<file path="config.mk">
export PLATFORM = sky130hd
export DESIGN_NAME = pipelined_funnel_shifter
export DESIGN_NICKNAME = d
export VERILOG_FILES = /design/src/rtl/pipelined_funnel_shifter.sv
export SDC_FILE = /design/constraint.sdc
export NUM_CORES = 1
export LEC_CHECK = 0
export CAP_MARGIN = 10
export CORE_ASPECT_RATIO = 0.75
export CORE_MARGIN = 10
export CORE_UTILIZATION = 40
export DETAILED_ROUTE_END_ITERATION = 8
export HOLD_SLACK_MARGIN = 0.1
export SLEW_MARGIN = 30
export SYNTH_ARGS = -nofsm -noshare
export SYNTH_HDL_FRONTEND = slang
export SYNTH_SLANG_ARGS = --single-unit
</file>
<file path="constraint.sdc">
create_clock -name clk -period 2.7 [get_ports clk]
set_input_delay 0.54 -clock clk [delete_from_list [all_inputs] [get_ports clk]]
set_output_delay 0.54 -clock clk [all_outputs]
set_load 0.03 [all_outputs]
</file>
<file path="src/rtl/pipelined_funnel_shifter.sv">
// Pipelined shift/rotate/funnel unit: 2*WIDTH funnel word, one conditional power-of-two shift per stage.
// Optional flags (out_carry, out_zero) are built when SHIFTER_FLAGS_EN is defined.
module pipelined_funnel_shifter #(
  parameter int WIDTH = 8
) (
  input  logic                     clk,
  input  logic                     rst,
  input  logic                     in_valid,
  output logic                     in_ready,
  input  logic [2:0]               mode,
  input  logic [WIDTH-1:0]         a,
  input  logic [WIDTH-1:0]         b,
  input  logic [$clog2(WIDTH)-1:0] n,
  output logic                     out_valid,
  input  logic                     out_ready,
  output logic [WIDTH-1:0]         out_data
`ifdef SHIFTER_FLAGS_EN
  ,
  output logic                     out_carry,
  output logic                     out_zero
`endif
);

  localparam int SHW = $clog2(WIDTH);
  localparam int W2  = 2 * WIDTH;
  localparam logic [SHW:0] K_FULL = (SHW+1)'(WIDTH);

  localparam logic [2:0] MODE_LSR = 3'b000;
  localparam logic [2:0] MODE_ASR = 3'b001;
  localparam logic [2:0] MODE_LSL = 3'b010;
  localparam logic [2:0] MODE_ROR = 3'b011;
  localparam logic [2:0] MODE_ROL = 3'b100;
  localparam logic [2:0] MODE_FSR = 3'b101;

  logic             en;
  logic [WIDTH-1:0] hi_d;
  logic [WIDTH-1:0] lo_d;
  logic [SHW:0]     k_d;
  logic [SHW:0]     lsl_k;

  // Index 0 is the operand register; index s holds the word after shifting by bits 0..s-1 of k.
  logic [W2-1:0]    word_q  [0:SHW];
  logic [SHW:0]     k_q     [0:SHW];
  logic [SHW:0]     valid_q;
  logic [W2-1:0]    shift_d [1:SHW];

  logic [WIDTH-1:0] out_data_d;
  logic [WIDTH-1:0] out_data_q;
  logic             out_valid_q;

  // Whole pipeline advances in lockstep; a stalled result freezes every stage.
  assign en       = !out_valid_q || out_ready;
  assign in_ready = en;
  assign lsl_k    = K_FULL - {1'b0, n};

  always_comb begin
    hi_d = '0;
    lo_d = '0;
    k_d  = '0;
    case (mode)
      MODE_LSR: begin lo_d = a; k_d = {1'b0, n}; end
      MODE_ASR: begin hi_d = {WIDTH{a[WIDTH-1]}}; lo_d = a; k_d = {1'b0, n}; end
      MODE_LSL: begin hi_d = a; k_d = lsl_k; end
      MODE_ROR: begin hi_d = a; lo_d = a; k_d = {1'b0, n}; end
      MODE_ROL: begin hi_d = a; lo_d = a; k_d = {1'b0, lsl_k[SHW-1:0]}; end
      MODE_FSR: begin hi_d = a; lo_d = b; k_d = {1'b0, n}; end
      default:  ;
    endcase
  end

  genvar gi;
  generate
    for (gi = 1; gi <= SHW; gi++) begin : g_stage
      assign shift_d[gi] = k_q[gi-1][gi-1] ? (word_q[gi-1] >> (1 << (gi-1))) : word_q[gi-1];
    end
  endgenerate

  // Last stage shifts by WIDTH, which just selects the upper half.
  assign out_data_d = k_q[SHW][SHW] ? word_q[SHW][W2-1:WIDTH] : word_q[SHW][WIDTH-1:0];

  always_ff @(posedge clk or posedge rst) begin
    if (rst) begin
      valid_q     <= '0;
      out_valid_q <= 1'b0;
      out_data_q  <= '0;
      for (int s = 0; s <= SHW; s++) begin
        word_q[s] <= '0;
        k_q[s]    <= '0;
      end
    end else if (en) begin
      valid_q[0] <= in_valid;
      word_q[0]  <= {hi_d, lo_d};
      k_q[0]     <= k_d;
      for (int s = 1; s <= SHW; s++) begin
        valid_q[s] <= valid_q[s-1];
        word_q[s]  <= shift_d[s];
        k_q[s]     <= k_q[s-1];
      end
      out_valid_q <= valid_q[SHW];
      out_data_q  <= out_data_d;
    end
  end

  assign out_valid = out_valid_q;
  assign out_data  = out_data_q;

`ifdef SHIFTER_FLAGS_EN
  logic [SHW-1:0] n_m1;
  logic           carry_d;
  logic [SHW:0]   carry_q;
  logic           out_carry_q;
  logic           out_zero_q;

  assign n_m1 = n - SHW'(1);

  // Carry is the last bit to leave the operand, so it is picked from the inputs up front.
  always_comb begin
    carry_d = 1'b0;
    if (n != '0) begin
      case (mode)
        MODE_LSR, MODE_ASR, MODE_ROR: carry_d = a[n_m1];
        MODE_LSL, MODE_ROL:           carry_d = a[lsl_k[SHW-1:0]];
        MODE_FSR:                     carry_d = b[n_m1];
        default:                      carry_d = 1'b0;
      endcase
    end
  end

  always_ff @(posedge clk or posedge rst) begin
    if (rst) begin
      carry_q     <= '0;
      out_carry_q <= 1'b0;
      out_zero_q  <= 1'b0;
    end else if (en) begin
      carry_q     <= {carry_q[SHW-1:0], carry_d};
      out_carry_q <= carry_q[SHW];
      out_zero_q  <= (out_data_d == '0);
    end
  end

  assign out_carry = out_carry_q;
  assign out_zero  = out_zero_q;
`endif

endmodule

</file>
==> impl_metrics.py <==
metrics = {
    "floorplan": {
        "die_h_um": 106,
        "num_io_pins": 36,
        "core_area_sq_um": 9620,
        "die_w_um": 134,
        "rows": 31,
        "floorplan.die_area_sq_um": 14200,
        "initial_core_util_pct": 40.7,
    },
    "worst_setup_path": {
        "r2r_start": "out_valid",
        "r2r_end": "word_q[62]",
        "ff2ff_path_depth": 4,
        "worstPathArrival_ns": 1.86,
        "worst_ep_required_time_ns": 2.16,
        "critPathKind": "in -> out",
        "worst_setup_path_end_kind": "output port",
        "crit_fanout": 2,
        "regToRegSetupSlack_ns": 1.11,
        "startpoint_type": "input pin",
    },
    "pwr": {
        "switching_share_pct": 33.6,
        "power_switching_mw": 1.58,
        "p_total_mw": 4.72,
        "leakagePower_nw": 2.02,
        "ir_drop_mv": 0.342,
        "internal-power_mw": 3.14,
        "power_density_nw_per_um2": 1010,
        "power_frac_clock_pct": 25.9,
        "pwr-share-seq_pct": 46.6,
        "p_comb_share_pct": 27.4,
    },
    "clock_tree": {
        "cts_setup_buffers": 0,
        "clk_path_buf_depth": 2,
        "cts_resized": 0,
        "cts_buffers": 9,
        "clockRootBuffer": "clkbuf_16",
        "insertion_delay_ns": 0.33,
        "clk_pin_slew_ns": 0.06,
        "cts-hold-fix-buffers": 0,
        "cts_tree": "built",
        "cts.htree.levels": 3,
        "clock-sinks": 87,
    },
    "placement": {
        "gp_congestion": 0.845,
        "place_inst": 535,
        "port_buffers": 35,
        "dp_slack_ns": 0.291,
        "place_hpwl_mm": 5.01,
    },
    "min_path": {
        "holdPathStages": 2,
        "timing.hold.worst_endpoint": "valid_q[3]",
        "hp-class": "reg -> reg",
        "hp-start": "valid_q[3]",
    },
    "sta": {
        "fin_ws_ns": 0.297,
        "final-setup-viol-count": 0,
        "grt_setup_unrepaired": "no",
        "final_max_slew_viol_count": 0,
        "hold_ws_ns": 0.457,
        "finalCritPeriodShare_pct": 89.0,
        "period_needed_ns": 2.40,
        "hold_viol": 0,
        "finClkSkew_ns": 0.00552,
        "worst_pin_slew_ns": 0.828,
        "fmax_ghz": 0.416,
        "slew_headroom_pct": 44.8,
        "finalSetupTns_ns": 0,
    },
    "logic_synthesis": {
        "ys_seq_area_share_pct": 55.6,
        "synth.avg_cell_area_sq_um": 9.92,
        "yosysUniqueCellTypes": 31,
        "yosysWarnings": 0,
        "syn_nets": 422,
        "synthCells": 395,
        "synth_area_sq_um": 3920,
        "synth-seq-cells": 87,
    },
    "finish": {
        "stdcell_count": 551,
        "final_nets": 441,
        "syn_to_final_growth_pct": 18.7,
        "drive_gt1_share_pct": 6.21,
        "fill_cells": 956,
        "insertedDiodeCount": 0,
    },
    "detailed_routing": {
        "vias_per_cell": 4.81,
        "drt-pass1-iter-count": 4,
        "first_iter_violations": 172,
        "wl_per_cell_um": 13.1,
        "num_vias": 2650,
        "routed_wl_mm": 7.24,
        "drc_errors": 0,
        "postRouteAntennaNets": 0,
    },
    "run_status": {
        "status": "completed",
    },
    "global_routing": {
        "grt_max_degree": 146,
        "overflow": 0,
        "grt_antenna_before_repair": 0,
        "grt_pass1_vias": 2600,
        "grt_pass1_wl_mm": 12.7,
        "gr-usage-all-layers_pct": 10.8,
    },
    "flow_run": {
        "cap_violations": 0,
    },
}
per-layer routing:
layer  track usage, %  wire length (um)  up-vias
li1                 -                 -     1380
met1             15.8              3910     1212
met2             14.4              2830       53
met3             4.65               485        5
met4             2.09                23        0
met5                0                 0        -
stage by stage:
| step | util [%] | cell area, sq um |
|---|---|---|
| floorplan | - | 3920 |
| global placement | 45.3 | 4350 |
| detailed placement | 45.3 | 4350 |
| CTS | 48.4 | 4650 |
| global route | 48.4 | 4650 |
| finish | 48.4 | 4650 |
worst max path at each step:
stage,start,endpoint,slack (ns),depth (start not counted)
4_1_cts,out_ready,in_ready,0.29,4
3_3_place_gp,out_ready,in_ready,0.28,4
3_5_place_dp,out_ready,in_ready,0.29,4
6_report,out_ready,in_ready,0.30,4
2_1_floorplan,out_valid,in_ready,0.82,4
5_1_grt,out_ready,in_ready,0.25,4
power groups by stage:
stage	combinational (mW)	clock [mW]	sequential, mW
2_1_floorplan	0.995	0	2.14
3_5_place_dp	1.32	0	2.24
5_1_grt	1.48	1.31	2.29
4_1_cts	1.32	1.26	2.21
6_report	1.30	1.22	2.20
3_3_place_gp	1.30	0	2.22
registers in the layout, summed over array words and instances, names as in the netlist:
| register | cells |
|---|---|
| k_q | 10 |
| valid_q | 4 |
| out_valid | 1 |
| word_q | 64 |
| out_data | 8 |
cells by family after synthesis:
group                    synth area share [%]
flip-flops                               55.6
buffers and inverters                    4.66
XOR/XNOR                                0.224
adder cells (fa/ha/maj)                 0.319
multiplexers                             12.8
AND/OR/NAND/NOR                          14.0
AO/OA/AOI/OAI                            12.5
cell usage after synthesis:
| library cell | instances | area (sq um) |
|---|---|---|
| nand2b_1 | 8 | 50.1 |
| o31a_1 | 1 | 8.76 |
| a21oi_1 | 8 | 40.0 |
| o22ai_1 | 1 | 6.26 |
| o31ai_1 | 1 | 7.51 |
| nor4_1 | 2 | 12.5 |
| a2bb2oi_1 | 1 | 8.76 |
| inv_1 | 6 | 22.5 |
| dfrtp_1 | 87 | 2180 |
| nand2_1 | 97 | 364 |
| nand3_1 | 1 | 5.00 |
| o21ba_2 | 1 | 10.0 |
| nor2_1 | 18 | 67.6 |
| o21ai_1 | 7 | 35.0 |
| a221oi_1 | 8 | 70.1 |
| nor3_1 | 1 | 5.00 |
| o21ai_2 | 1 | 8.76 |
| and3b_2 | 1 | 10.0 |
| nor2b_1 | 1 | 6.26 |
| clkbuf_1 | 13 | 48.8 |
| buf_4 | 1 | 7.51 |
| or3_1 | 1 | 6.26 |
| buf_6 | 3 | 33.8 |
| and2_4 | 1 | 8.76 |
| ha_1 | 1 | 12.5 |
| and4bb_2 | 1 | 12.5 |
| buf_2 | 14 | 70.1 |
| o21ai_0 | 57 | 285 |
| xor2_1 | 1 | 8.76 |
| mux2i_1 | 50 | 500 |
| o41ai_1 | 1 | 8.76 |
final cells by class:
| cell class | count | area [sq um] | area share [%] |
|---|---|---|---|
| Inverter | 6 | 26.3 | 0.565 |
| Clock buffer | 11 | 243 | 5.22 |
| Sequential cell | 87 | 2180 | 46.8 |
| Tap cell | 132 | 165 | 3.55 |
| Timing Repair Buffer | 39 | 418 | 8.98 |
| Clock inverter | 5 | 57.6 | 1.24 |
| Multi-Input combinational cell | 271 | 1570 | 33.7 |
worst max-delay path: stages:
cell and delay (ns):
clkdlybuf4s50_1 0.50, nor2b_4 0.06, inv_1 0.08, clkdlybuf4s50_1 0.68
placed cells by master, fill, tap and decap left out, types with 3 or more instances in the layout:
| cell type | Yosys | routed |
|---|---|---|
| nand2_1 | 97 | 97 |
| nand2b_1 | 8 | 8 |
| inv_1 | 6 | 5 |
| o21ai_0 | 57 | 57 |
| clkbuf_16 | 0 | 9 |
| a221oi_1 | 8 | 8 |
| clkinvlp_4 | 0 | 4 |
| dfrtp_1 | 87 | 87 |
| nor2_1 | 18 | 18 |
| mux2i_1 | 50 | 50 |
| o21ai_1 | 7 | 7 |
| a21oi_1 | 8 | 8 |
| clkdlybuf4s50_1 | 0 | 35 |
| buf_12 | 0 | 3 |
Power figures use the tool's default switching activity.
